--- config.mk ---
export PLATFORM = sky130hd
export DESIGN_NAME = echo_request_input
export DESIGN_NICKNAME = d
export VERILOG_FILES = /design/src/rtl/echo_request_input.sv
export SDC_FILE = /design/constraint.sdc
export NUM_CORES = 1
export LEC_CHECK = 0
export BUFFER_PORTS_ARGS = -buffer_cell sky130_fd_sc_hd__buf_4
export CAP_MARGIN = 20
export CORE_MARGIN = 5
export CORE_UTILIZATION = 26
export CTS_CLUSTER_SIZE = 16
export DETAILED_ROUTE_END_ITERATION = 12
export PLACE_DENSITY = 0.43
export SLEW_MARGIN = 20
export SYNTH_ARGS = -nofsm -noshare
export SYNTH_HDL_FRONTEND = slang
export SYNTH_SLANG_ARGS = --single-unit
--- constraint.sdc ---
create_clock -name CLK -period 2.4 [get_ports CLK]
set_clock_uncertainty 0.05 [all_clocks]
set_input_delay 0.36 -clock CLK [delete_from_list [all_inputs] [get_ports CLK]]
set_output_delay 0.36 -clock CLK [all_outputs]
set_load 0.1 [all_outputs]
--- src/rtl/echo_request_input.sv ---
// Request-side demarshaller for the echo portal: parses header+payload words and queues say values.
// Optional error counter (err_count port) is built when ECHO_REQ_ERR_COUNT_EN is defined.
module echo_request_input #(
  parameter int DEPTH = 4
) (
  input  logic        CLK,
  input  logic        RST_N,
  output logic        RDY_requests_0_enq,
  input  logic        EN_requests_0_enq,
  input  logic [31:0] requests_0_enq_v,
  output logic        RDY_requests_0_notFull,
  output logic        requests_0_notFull,
  output logic        RDY_messageSize_size,
  input  logic [15:0] messageSize_size_methodNumber,
  output logic [15:0] messageSize_size,
  input  logic        RDY_request_say,
  output logic        EN_request_say,
  output logic [31:0] request_say_v
`ifdef ECHO_REQ_ERR_COUNT_EN
  ,
  output logic [15:0] err_count
`endif
);

  localparam int AW = $clog2(DEPTH);
  localparam int CW = AW + 1;
  localparam logic [CW-1:0] FULL_CNT = CW'(DEPTH);

  typedef enum logic [1:0] {
    HEADER  = 2'd0,
    PAYLOAD = 2'd1,
    DISCARD = 2'd2
  } state_t;

  state_t          state_q, state_d;
  logic [15:0]     cnt_q, cnt_d;
  logic [31:0]     mem_q [DEPTH];
  logic [AW-1:0]   wr_ptr_q, rd_ptr_q;
  logic [CW-1:0]   count_q, count_d;

  logic            fifo_full, fifo_empty;
  logic            enq_fire, push, pop;
  logic [15:0]     hdr_method, hdr_len;

  assign hdr_method = requests_0_enq_v[31:16];
  assign hdr_len    = requests_0_enq_v[15:0];

  assign fifo_full  = (count_q == FULL_CNT);
  assign fifo_empty = (count_q == '0);

  // Only a pending payload word can be stalled; headers and discards always flow.
  assign RDY_requests_0_enq     = !((state_q == PAYLOAD) && fifo_full);
  assign requests_0_notFull     = RDY_requests_0_enq;
  assign RDY_requests_0_notFull = 1'b1;
  assign RDY_messageSize_size   = 1'b1;
  assign messageSize_size       = (messageSize_size_methodNumber == 16'd0) ? 16'd32 : 16'd0;

  assign enq_fire       = EN_requests_0_enq && RDY_requests_0_enq;
  assign pop            = !fifo_empty && RDY_request_say;
  assign EN_request_say = pop;
  assign request_say_v  = fifo_empty ? 32'd0 : mem_q[rd_ptr_q];

  always_ff @(posedge CLK or negedge RST_N) begin
    if (!RST_N) begin
      state_q <= HEADER;
      cnt_q   <= '0;
    end else begin
      state_q <= state_d;
      cnt_q   <= cnt_d;
    end
  end

  always_comb begin
    state_d = state_q;
    cnt_d   = cnt_q;
    push    = 1'b0;
    if (enq_fire) begin
      case (state_q)
        HEADER: begin
          if (hdr_len == 16'd0) begin
            state_d = HEADER;
          end else if ((hdr_method == 16'd0) && (hdr_len == 16'd1)) begin
            state_d = PAYLOAD;
          end else begin
            cnt_d   = hdr_len;
            state_d = DISCARD;
          end
        end
        PAYLOAD: begin
          push    = 1'b1;
          state_d = HEADER;
        end
        DISCARD: begin
          cnt_d = cnt_q - 16'd1;
          if (cnt_q == 16'd1) state_d = HEADER;
        end
        default: state_d = HEADER;
      endcase
    end
  end

  always_comb begin
    count_d = count_q;
    case ({push, pop})
      2'b10:   count_d = count_q + CW'(1);
      2'b01:   count_d = count_q - CW'(1);
      default: count_d = count_q;
    endcase
  end

  always_ff @(posedge CLK or negedge RST_N) begin
    if (!RST_N) begin
      wr_ptr_q <= '0;
      rd_ptr_q <= '0;
      count_q  <= '0;
    end else begin
      if (push) wr_ptr_q <= wr_ptr_q + AW'(1);
      if (pop)  rd_ptr_q <= rd_ptr_q + AW'(1);
      count_q <= count_d;
    end
  end

  // Storage needs no reset: the head is masked to 0 while the FIFO is empty.
  always_ff @(posedge CLK) begin
    if (push) mem_q[wr_ptr_q] <= requests_0_enq_v;
  end

`ifdef ECHO_REQ_ERR_COUNT_EN
  logic        err_hdr;
  logic [15:0] err_q, err_d;

  // Every header except method 0 with one payload word is an error.
  assign err_hdr = enq_fire && (state_q == HEADER) &&
                   !((hdr_method == 16'd0) && (hdr_len == 16'd1));

  always_comb begin
    err_d = err_q;
    if (err_hdr && (err_q != 16'hFFFF)) err_d = err_q + 16'd1;
  end

  always_ff @(posedge CLK or negedge RST_N) begin
    if (!RST_N) err_q <= '0;
    else        err_q <= err_d;
  end

  assign err_count = err_q;
`endif

endmodule

---- Word-level counts from Yosys, hierarchy flattened ----
Memory sizes are Yosys's and may differ from the RTL's.
Index checks and enable logic that the tools add are counted.
word-level totals
  register bits after elaboration ......... 25
  RAM bits ................................ 128
  input bits .............................. 52
  output and inout port bits .............. 53
  word-level logic and storage cells ...... 50
  memories kept ........................... 1
operators by class
  add/sub/neg operators ................... 5
  equal/unequal tests ..................... 10
  muxes and demuxes ....................... 14
  reductions and logical operators ........ 15
memories
  name   words  bits a word  rd ports  clocked after memory_dff  write ports  line  source
  mem_q  4      32           1         0                         1            37    logic [31:0] mem_q [DEPTH];
operators by type and width
  kind                                                 number
  logical NOT 16 bit                                   3
  == test 16 x 1 -> 1 bit (second input constant)      2
  two-way mux 16 bit                                   2
  two-way mux 32 bit                                   1
  one-hot mux 16 bit (2 select lines)                  1
  subtractor 16 x 1 -> 16 bit (second input constant)  1
  two-way mux 2 bit                                    3
  two-way mux 6 bit                                    1
  inequality test 2 bit (second input constant)        3
  one-hot mux 3 bit (2 select lines)                   1
  adder 2 x 1 -> 2 bit (second input constant)         2
  == test 2 x 1 -> 1 bit (second input constant)       2
  == test 2 bit (second input constant)                2
  logical AND 1 bit                                    4
  two-way mux 1 bit                                    4
  one-hot mux 2 bit (2 select lines)                   1
  AND reduction 4 bit                                  1
  nonzero test 2 bit                                   2
  adder 3 x 1 -> 3 bit (second input constant)         1
  == test 3 bit (second input constant)                1
  logical NOT 3 bit                                    1
  subtractor 3 x 1 -> 3 bit (second input constant)    1
  logical NOT 1 bit                                    2
  logical NOT 2 bit                                    1
  AND reduction 2 bit                                  1

---- Longest topological paths before layout ----
Gate-level depths: netlist of run 1.
  word-level depth ........................ 7
  gate-level depth with buffers ........... 12
  mapped depth without buffers ............ 11

---- Worst setup path before layout of run 1 ----
No wires, ideal clock.
  path kind ............................... register -> register
  from .................................... register state_q[1]
  to ...................................... memory mem_q[0][0] (enable)
  arrival ................................. 2.905 ns
  setup slack ............................. -0.947 ns
  stages on the path, launching flop included .. 7
  path buffers ............................ 1
  cells stage by stage .................... dfrtp_1 -> clkbuf_1 -> nor4b_1 -> nand2_1 -> nand2_1 -> nor3b_1 -> and2_1
between the ends
  word-level cells in the longest chain between the ends .. 7
  elaborated cells on any way between the ends .. 8
  those cells by class .................... eq/ne (1); mux (4); reduce/logical (3)
ends and longest elaborated chain
  element                                  line  source
  from (decl)                              35    state_t state_q, state_d;
  from (signal assigned)                   68    state_q <= state_d;
  == test 2 x 1 -> 1 bit                   52    assign RDY_requests_0_enq = !((state_q == PAYLOAD) && fifo_full);
  logical AND 1 bit                        52
  logical NOT 1 bit                        52
  net RDY_requests_0_enq                   8     output logic RDY_requests_0_enq,
  logical AND 1 bit                        58    assign enq_fire = EN_requests_0_enq && RDY_requests_0_enq;
  two-way mux 1 bit                        77    if (enq_fire) begin
  two-way mux 1 bit                        125   if (push) mem_q[wr_ptr_q] <= requests_0_enq_v;
  two-way mux 1 bit (not written as such)  125
  to (decl)                                37
The timed path passes the listed nets, and every way through them passes these cells.

---- Final worst setup path of run 1 ----
  from .................................... register rd_ptr_q[0]
  to ...................................... output port request_say_v[9]
between the ends
  word-level cells in the longest chain between the ends .. 2
ends and longest elaborated chain
  element                 line  source
  from (decl)             38    logic [AW-1:0] wr_ptr_q, rd_ptr_q;
  from (signal assigned)  118   if (pop) rd_ptr_q <= rd_ptr_q + AW'(1);
  memory (4 x 32 bit)     n/a
  two-way mux 32 bit      61    assign request_say_v = fifo_empty ? 32'd0 : mem_q[rd_ptr_q];
  to (decl)               18    output logic [31:0] request_say_v
No other way between the ends.

==> impl_metrics.py, run 1 <==
metrics = {
    "global_routing": {
        "grt_max_degree": 33,
        "antenna_found_initial": 0,
        "grt.met2_usage": 0.197,
        "overflow": 0,
        "track_usage": 0.119,
        "grt_use_met1": 0.158,
        "grt_pass1_vias": 4471,
        "grt.busiest_layer": "met2",
        "grt_pass1_wl_um": 26100,
        "grt_util_met3": 0.0289,
    },
    "logic_synthesis": {
        "netlist_area_um2": 6730,
        "yosysSeqAreaShare": 0.665,
        "yosys.area.top_type": "edfxtp_1",
        "synth.area.mux_share": 0.112,
        "ys_seq_elements": 153,
        "synth_top_family_by_area": "multiplexers",
        "synth_compound_area_frac": 0.0612,
        "synth_cells": 432,
        "synthDistinctLibCells": 55,
        "synth_ff_type": "edfxtp_1",
        "yosys.area_share.adder": 0.0160,
        "synth_top_area_frac": 0.572,
        "yosysWarnings": 0,
        "synth_edf_count": 128,
        "syn_area_per_cell_um2": 15.6,
        "async_flop_share": 0.163,
        "synth.area.top_cells": "edfxtp_1 57%, mux4_2 11%, dfrtp_1 9.3%",
        "synth-simple-area-share": 0.0977,
        "synth_xor_xnor_area_share": 0.00781,
    },
    "die": {
        "start_util": 0.266,
        "die_h_um": 171,
        "die_w_um": 171,
        "io_pins": 105,
        "dieArea_um2": 29200,
        "rows": 58,
        "core_um2": 25300,
    },
    "critical_path": {
        "worstSetupEndpointType": "output port",
        "ff2ff_setup_slack_ps": 170,
        "crit_type": "flip-flop to output port",
        "crit_fanout": 7,
        "critPathRequiredTime_ps": 1990,
        "startpoint_type": "flip-flop",
        "worstPathArrival_ps": 1960,
    },
    "pwr": {
        "total_power_uw": 12700,
        "peakVddDrop_mv": 1.18,
        "power_density_nw_per_um2": 1360,
        "p_leak_uw": 0.00341,
    },
    "layout": {
        "layout-drive-gt1-share": 0.418,
        "diodes": 0,
        "final_cell_area_um2": 9320,
        "multi_input_area_um2": 2330,
        "seq_area_um2": 4470,
        "area_growth_pct": 38.6,
        "fillers": 2349,
        "layout.cells.most_common": "edfxtp_1",
        "nets": 609,
        "final_cell_mix": "128 x edfxtp_1, 74 x buf_4, 36 x buf_12",
    },
    "placed_design": {
        "place_area_um2": 8110,
        "hpwl_um": 11200,
        "post-place-ws_ps": 162,
        "gp_congestion": 0.798,
        "numPortBuffers": 87,
    },
    "cts": {
        "cts_made_buffers": 17,
        "clk_pin_slew_worst_paths_ps": 70,
        "clock_latency_ps": 420,
        "cts_sinks": 153,
        "cts_max_path_buffers": 2,
        "h-tree-depth": 4,
        "cts_tree": "built",
        "root_buffer": "clkbuf_16",
    },
    "sta": {
        "period_needed_ps": 2370,
        "final_max_slew_viol_count": 0,
        "setup_slack_ps": 28.3,
        "fin_crit_sh": 0.988,
        "max_freq_ghz": 0.422,
        "final.setup.tns_ps": 0,
        "maxSlewHeadroom": 0.642,
        "whs_ps": 104,
        "setup_viol": 0,
        "tightest_slew_ps": 538,
        "hold_violations": 0,
        "rsz0062_at_grt": "true",
    },
    "route": {
        "wl_per_cell_um": 19.4,
        "drc_errors": 0,
        "routed_via_density": 4.67,
        "antenna_left": 0,
        "finalWirelength_um": 17300,
        "first_pass_iters": 4,
        "drt_iter0_drc": 246,
        "via_count": 4162,
    },
    "worst_hold_path": {
        "min_path_type": "input port to flip-flop",
    },
    "flow_run": {
        "drv_cap": 0,
    },
    "status": {
        "outcome": "completed",
    },
}
[cells in the mapped netlist (12+ instances only)]
| cell | number |
|---|---|
| nor4_1 | 14 |
| clkbuf_1 | 12 |
| o21ai_0 | 14 |
| buf_4 | 18 |
| a21oi_1 | 18 |
| inv_1 | 16 |
| nor2b_1 | 35 |
| dfrtp_1 | 25 |
| nor2_1 | 14 |
| edfxtp_1 | 128 |
| mux4_2 | 32 |
[worst max-delay path: stages, from the launching register on]
cell,delay [ps]
dfrtp_2,460
buf_12,130
buf_16,130
mux4_2,500
nor2b_4,150
buf_12,170
[per-layer routing]
layer  share of wire  routed length (µm)  vias to the layer above
li1                -                   -                     1891
met1            0.44                7660                     2127
met3           0.056                 963                       15
met4           0.013                 227                        0
met5               0                   0                        -
met2            0.49                8480                      129
[flip-flops by register name, indices dropped and copies added, names as in the netlist]
signal / flops
wr_ptr_q: 2
count_q: 3
rd_ptr_q: 2
mem_q: 128
cnt_q: 16
state_q: 2
[cells by family after synthesis]
logic type	after synthesis
DFF	153
AOI/OAI and AO/OA	64
buffers and inverters	52
other	2
adders and majority gates	8
and+or+nand+nor	112
xor gates and xnor gates	6
muxes	35
[layout make-up]
class                           instances  share of cell area
Clock buffer                           17              0.0456
Clock inverter                         15              0.0223
Inverter                               16             0.00644
Multi-Input combinational cell        242               0.250
Sequential cell                       153               0.480
Tap cell                              330              0.0443
Timing Repair Buffer                  119               0.151
[final timing paths]
check / from / to / cells after the start
worst max-delay path: rd_ptr_q[0] / request_say_v[9] / 5
worst min-delay path: requests_0_enq_v[24] / mem_q[2][24] / 1
worst min register to register: cnt_q[15] / cnt_q[15] / 1
worst max register to register: count_q[0] / count_q[2] / 11
min in group asynchronous: RST_N / cnt_q[11] / 2
max in group asynchronous: RST_N / rd_ptr_q[0] / 2
[where the power goes]
group / switching [µW] / internal (µW) / total, µW
combinational: 4110 / 2590 / 6700
sequential: 171 / 2990 / 3160
clock: 1170 / 1680 / 2850
total: 5450 / 7270 / 12700
[per-stage QoR]
step,std cells,utilization
after floorplan,447,-
after global placement,853,0.320
after detailed placement,853,0.320
after CTS,890,0.361
after global routing,892,0.368
final,892,0.368
[repair_timing]
action | CTS | global route
gates resized for setup | 73 | 40
endpoints found under the hold margin | 25 | 0
setup endpoints to repair | 29 | 34
cloned | 2 | 1
pin swaps | 0 | 2
hold buffers | 1 | 0
buffers inserted | 2 | 3
Note: power is estimated with default switching activity, not from simulation.
==> run 2, diff against run 1 <==
--- a/config.mk
+++ b/config.mk
@@ -5,13 +5,16 @@
 export SDC_FILE = /design/constraint.sdc
 export NUM_CORES = 1
 export LEC_CHECK = 0
+export ABC_CLOCK_PERIOD_IN_PS = 2400
 export BUFFER_PORTS_ARGS = -buffer_cell sky130_fd_sc_hd__buf_4
 export CAP_MARGIN = 20
+export CELL_PAD_IN_SITES_DETAIL_PLACEMENT = 2
+export CELL_PAD_IN_SITES_GLOBAL_PLACEMENT = 2
 export CORE_MARGIN = 5
 export CORE_UTILIZATION = 26
 export CTS_CLUSTER_SIZE = 16
 export DETAILED_ROUTE_END_ITERATION = 12
-export PLACE_DENSITY = 0.43
+export PLACE_DENSITY = 0.56
 export SLEW_MARGIN = 20
 export SYNTH_ARGS = -nofsm -noshare
 export SYNTH_HDL_FRONTEND = slang
==> impl_metrics.py, run 2 (synthesis gave the netlist of run 1 again) <==
metrics = {
    "status": {
        "outcome": "completed",
    },
    "cts": {
        "cts_tree": "built",
        "cts_made_buffers": 17,
        "clk_pin_slew_worst_paths_ps": 70,
        "h-tree-depth": 4,
        "cts_sinks": 153,
        "root_buffer": "clkbuf_16",
        "cts_max_path_buffers": 2,
        "clock_latency_ps": 430,
    },
    "placed_design": {
        "gp_congestion": 0.780,
        "numPortBuffers": 87,
        "hpwl_um": 13000,
        "post-place-ws_ps": 76.8,
    },
    "die": {
        "io_pins": 105,
        "start_util": 0.266,
        "dieArea_um2": 29200,
        "core_um2": 25300,
        "die_w_um": 171,
        "rows": 58,
        "die_h_um": 171,
    },
    "critical_path": {
        "worstPathArrival_ps": 1980,
        "critPathRequiredTime_ps": 1990,
        "crit_fanout": 6,
        "startpoint_type": "flip-flop",
        "worstSetupEndpointType": "output port",
        "crit_type": "flip-flop to output port",
    },
    "pwr": {
        "power_density_nw_per_um2": 1350,
        "p_leak_uw": 0.00333,
        "peakVddDrop_mv": 0.886,
    },
    "layout": {
        "final_cell_mix": "128 x edfxtp_1, 83 x buf_4, 35 x buf_12",
        "nets": 614,
        "largest_register_ffs": 128,
        "layout.cells.most_common": "edfxtp_1",
        "area_growth_pct": 37.1,
        "layout-drive-gt1-share": 0.429,
        "top_regs": "mem_q: 128 flops, cnt_q: 16 flops, count_q: 3 flops",
        "largest-register": "mem_q",
        "diodes": 0,
    },
    "sta": {
        "maxSlewHeadroom": 0.606,
        "rsz0062_at_grt": "true",
        "max_freq_ghz": 0.418,
        "setup_viol": 0,
        "fin_crit_sh": 0.998,
        "hold_violations": 0,
        "final_max_slew_viol_count": 0,
        "whs_ps": 90.6,
        "tightest_slew_ps": 586,
        "setup_slack_ps": 5.72,
        "period_needed_ps": 2390,
    },
    "flow_run": {
        "drv_cap": 0,
    },
    "global_routing": {
        "grt_pass1_vias": 4899,
        "grt_max_degree": 33,
        "antenna_found_initial": 0,
        "track_usage": 0.135,
        "overflow": 0,
        "grt_pass1_wl_um": 29600,
    },
    "route": {
        "first_pass_iters": 4,
        "via_count": 4187,
        "drt_iter0_drc": 140,
        "antenna_left": 0,
        "finalWirelength_um": 19200,
        "routed_via_density": 4.67,
        "wl_per_cell_um": 21.4,
        "drc_errors": 0,
    },
    "worst_hold_path": {
        "min_path_type": "input port to flip-flop",
    },
}
## run 2: cell count changes in the layout (fill, tap and decap cells not counted), moves of 2 or more
cell,before,now
nor2b_2,5,19
buf_4,74,83
clkinvlp_4,0,4
dfrtp_1,23,21
buf_6,5,2
nor2b_4,27,13
bufinv_16,3,1
dfrtp_2,2,4
## run 2: through the flow
step            util  TNS, ps  instance area (µm²)  power [µW]  std cells
2_1_floorplan      -     -184                 6960        7460        447
3_3_place_gp   0.320        0                 8100        8630        853
3_5_place_dp   0.320        0                 8100        8690        853
4_1_cts        0.362    -1010                 9160       12500        894
5_1_grt        0.364    -1080                 9220       13000        897
6_report       0.364        0                 9220       12500        897
## run 2: critical path, stage by stage, from the launching register on
cell and delay [ps]:
dfrtp_2 410, buf_4 150, buf_16 130, mux4_2 490, nor2b_2 190, buf_12 180
## run 2: metal layers
metal | wire length [µm] | part of all wire | global-route usage
met4 | 303 | 0.016 | 0.0379
met2 | 9750 | 0.51 | 0.231
met5 | 0 | 0 | 0
met1 | 8390 | 0.44 | 0.173
met3 | 732 | 0.038 | 0.0328
## run 2: what timing repair did
item,in CTS,in global routing
hold buffers,1,0
setup buffers,6,3
endpoints found under the setup margin,32,34
cloned,2,0
pin swaps,0,4
endpoints found under the hold margin,25,0
gates resized for setup,88,14
## run 2: worst paths after layout
kind,start,endpoint,slack [ps],cells after the start
worst max-delay path,rd_ptr_q[0],request_say_v[11],6,5
worst min-delay path,requests_0_enq_v[29],mem_q[1][29],90,1
worst max register to register,cnt_q[3],cnt_q[13],160,4
worst min register to register,cnt_q[15],cnt_q[15],450,1
max in group asynchronous,RST_N,rd_ptr_q[0],1630,2
min in group asynchronous,RST_N,cnt_q[5],360,2
## run 2: area by class of cell
type,instances,area (µm²)
Clock buffer,17,425
Sequential cell,153,4470
Fill cell,2514,16100
Timing Repair Buffer,124,1430
Tap cell,330,413
Multi-Input combinational cell,242,2270
Clock inverter,15,155
Inverter,16,60.1
## run 2: power by group
group,switching [µW],internal (µW)
Combinational,4110,2570
Clock,1180,1460
Sequential,162,2990
==> run 3, diff against run 2 <==
--- a/config.mk
+++ b/config.mk
@@ -5,6 +5,7 @@
 export SDC_FILE = /design/constraint.sdc
 export NUM_CORES = 1
 export LEC_CHECK = 0
+export ABC_AREA = 1
 export ABC_CLOCK_PERIOD_IN_PS = 2400
 export BUFFER_PORTS_ARGS = -buffer_cell sky130_fd_sc_hd__buf_4
 export CAP_MARGIN = 20
@@ -14,7 +15,7 @@
 export CORE_UTILIZATION = 26
 export CTS_CLUSTER_SIZE = 16
 export DETAILED_ROUTE_END_ITERATION = 12
-export PLACE_DENSITY = 0.56
+export PLACE_DENSITY = 0.62
 export SLEW_MARGIN = 20
 export SYNTH_ARGS = -nofsm -noshare
 export SYNTH_HDL_FRONTEND = slang
==> impl_metrics.py, run 3 <==
metrics = {
    "status": {
        "outcome": "completed",
    },
    "logic_synthesis": {
        "yosys.area.top_type": "edfxtp_1",
        "async_flop_share": 0.163,
        "ys_seq_elements": 153,
        "yosysMostFrequentCell": "nor2_1",
        "synth_ff_type": "edfxtp_1",
        "synth.top_cells.by_count": "174 x nor2_1, 128 x edfxtp_1, 127 x nand2_1",
        "synth_edf_count": 128,
        "yosysWarnings": 0,
        "netlist_area_um2": 7110,
        "yosysSeqAreaShare": 0.628,
        "synth_cells": 739,
        "synth_top_area_frac": 0.540,
        "syn_area_per_cell_um2": 9.63,
        "synth.area.top_cells": "edfxtp_1 54%, nor2_1 9.2%, dfrtp_1 8.8%",
        "synthDistinctLibCells": 29,
    },
    "layout": {
        "top_regs": "mem_q: 128 flops, cnt_q: 16 flops, count_q: 3 flops",
        "largest_register_ffs": 128,
        "largest-register": "mem_q",
        "final_cell_area_um2": 9240,
        "fin_util": 0.343,
        "nets": 894,
        "layout.cells.most_common": "nor2_1",
        "fillers": 2898,
        "area_growth_pct": 29.9,
        "layout-drive-gt1-share": 0.226,
        "final_cell_mix": "169 x nor2_1, 128 x edfxtp_1, 127 x nand2_1",
    },
    "die": {
        "start_util": 0.264,
        "core_um2": 27000,
        "dieArea_um2": 30800,
        "die_h_um": 175,
        "rows": 60,
        "io_pins": 105,
        "die_w_um": 175,
    },
    "pwr": {
        "peakVddDrop_mv": 0.571,
        "p_clk_frac": 0.197,
        "pwr-share-seq": 0.234,
        "p_leak_uw": 0.00365,
        "switchingPower_uw": 7210,
        "intPower_uw": 6720,
        "comb_power_share": 0.569,
        "power_density_nw_per_um2": 1510,
        "p_sw_frac": 0.518,
    },
    "route": {
        "drc_errors": 0,
        "drt_iter0_drc": 190,
        "via_count": 5485,
        "finalWirelength_um": 22400,
        "wl_per_cell_um": 18.8,
        "routed_via_density": 4.61,
        "first_pass_iters": 4,
        "antenna_left": 0,
    },
    "cts": {
        "clock_latency_ps": 420,
        "cts_tree": "built",
        "cts_sinks": 153,
        "cts_made_buffers": 17,
        "h-tree-depth": 4,
        "clk_pin_slew_worst_paths_ps": 70,
        "root_buffer": "clkbuf_16",
        "cts_max_path_buffers": 2,
    },
    "global_routing": {
        "grt_pass1_vias": 6121,
        "track_usage": 0.142,
        "grt_max_degree": 51,
        "grt_pass1_wl_um": 34000,
        "antenna_found_initial": 0,
        "overflow": 0,
    },
    "sta": {
        "maxSlewHeadroom": 0.657,
        "final.setup.tns_ps": 0,
        "period_needed_ps": 2340,
        "final_max_slew_viol_count": 0,
        "max_freq_ghz": 0.427,
        "tightest_slew_ps": 513,
        "fin_crit_sh": 0.975,
        "hold_violations": 0,
        "setup_viol": 0,
    },
    "critical_path": {
        "startpoint_type": "flip-flop",
        "crit_type": "flip-flop to output port",
        "worstSetupEndpointType": "output port",
        "crit_fanout": 25,
        "worstPathArrival_ps": 1930,
        "critPathRequiredTime_ps": 1990,
    },
    "placed_design": {
        "numPortBuffers": 87,
        "hpwl_um": 14500,
        "place_area_um2": 8390,
        "gp_congestion": 0.767,
    },
    "worst_hold_path": {
        "min_path_type": "input port to flip-flop",
    },
    "flow_run": {
        "drv_cap": 0,
    },
}
## run 3: cell families (layout without fill, tap and decap cells)
logic type | after synthesis | in the layout | synth area share
AOI/OAI and AO/OA | 113 | 113 | 0.0802
xor gates and xnor gates | 6 | 6 | 0.00739
adders and majority gates | 8 | 8 | 0.0151
buffers and inverters | 106 | 199 | 0.0684
DFF | 153 | 153 | 0.628
other | 2 | 18 | 0.00106
and+or+nand+nor | 351 | 351 | 0.200
## run 3: layout make-up
cell class	count	area, µm²	share of cell area
Sequential cell	153	4470	0.484
Multi-Input combinational cell	495	2410	0.261
Timing Repair Buffer	109	1100	0.119
Tap cell	341	427	0.0462
Clock buffer	17	425	0.0460
Inverter	58	233	0.0252
Clock inverter	15	174	0.0188
Antenna cell	1	2.50	0.000271
## run 3: per-layer routing
metal / vias up / routed length [µm] / global-route usage
met3: 17 / 555 / 0.0239
met5: - / 0 / 0
li1: 2604 / - / -
met4: 0 / 229 / 0.0341
met1: 2797 / 9470 / 0.168
met2: 67 / 12100 / 0.267
## run 3: final timing paths
| check | endpoint | start | depth (start not counted) | slack, ps |
|---|---|---|---|---|
| max | request_say_v[17] | rd_ptr_q[0] | 7 | 60 |
| min | mem_q[1][19] | requests_0_enq_v[19] | 1 | 100 |
| max reg2reg | count_q[2] | state_q[1] | 11 | 250 |
| min reg2reg | cnt_q[1] | cnt_q[1] | 2 | 480 |
| max in group asynchronous | rd_ptr_q[0] | RST_N | 2 | 1650 |
| min in group asynchronous | cnt_q[9] | RST_N | 2 | 340 |
## run 3: through the flow
step	setup slack (ps)	instances	power, µW	hold WS, ps
after detailed placement	206	1150	10700	266
final	60.6	1189	13900	99.7
after global routing	-43.6	1188	14600	81.8
after floorplan	-19.8	754	8920	14.4
after CTS	1.36	1183	13600	76.8
after global placement	325	1150	10500	264
## run 3: critical path, stage by stage (launching register included)
cell	delay (ps)
dfrtp_2	430
buf_12	130
clkbuf_16	210
nor2_1	90
nor2_1	110
o21ai_0	130
a21oi_2	170
buf_6	230
## run 3: timing repair
action,in CTS,in global routing
pin swaps,0,3
endpoints found under the hold margin,25,0
endpoints found under the setup margin,26,24
gates cloned,0,3
buffers inserted,0,2
resized for setup,5,32
hold buffers,1,0
## run 3: power by group through the flow
stage          clock network [µW]  registers (µW)  logic, µW
2_1_floorplan                   0            3240       5680
3_3_place_gp                    0            3300       7230
3_5_place_dp                    0            3310       7400
4_1_cts                      2820            3270       7480
5_1_grt                      2930            3290       8380
6_report                     2740            3270       7920
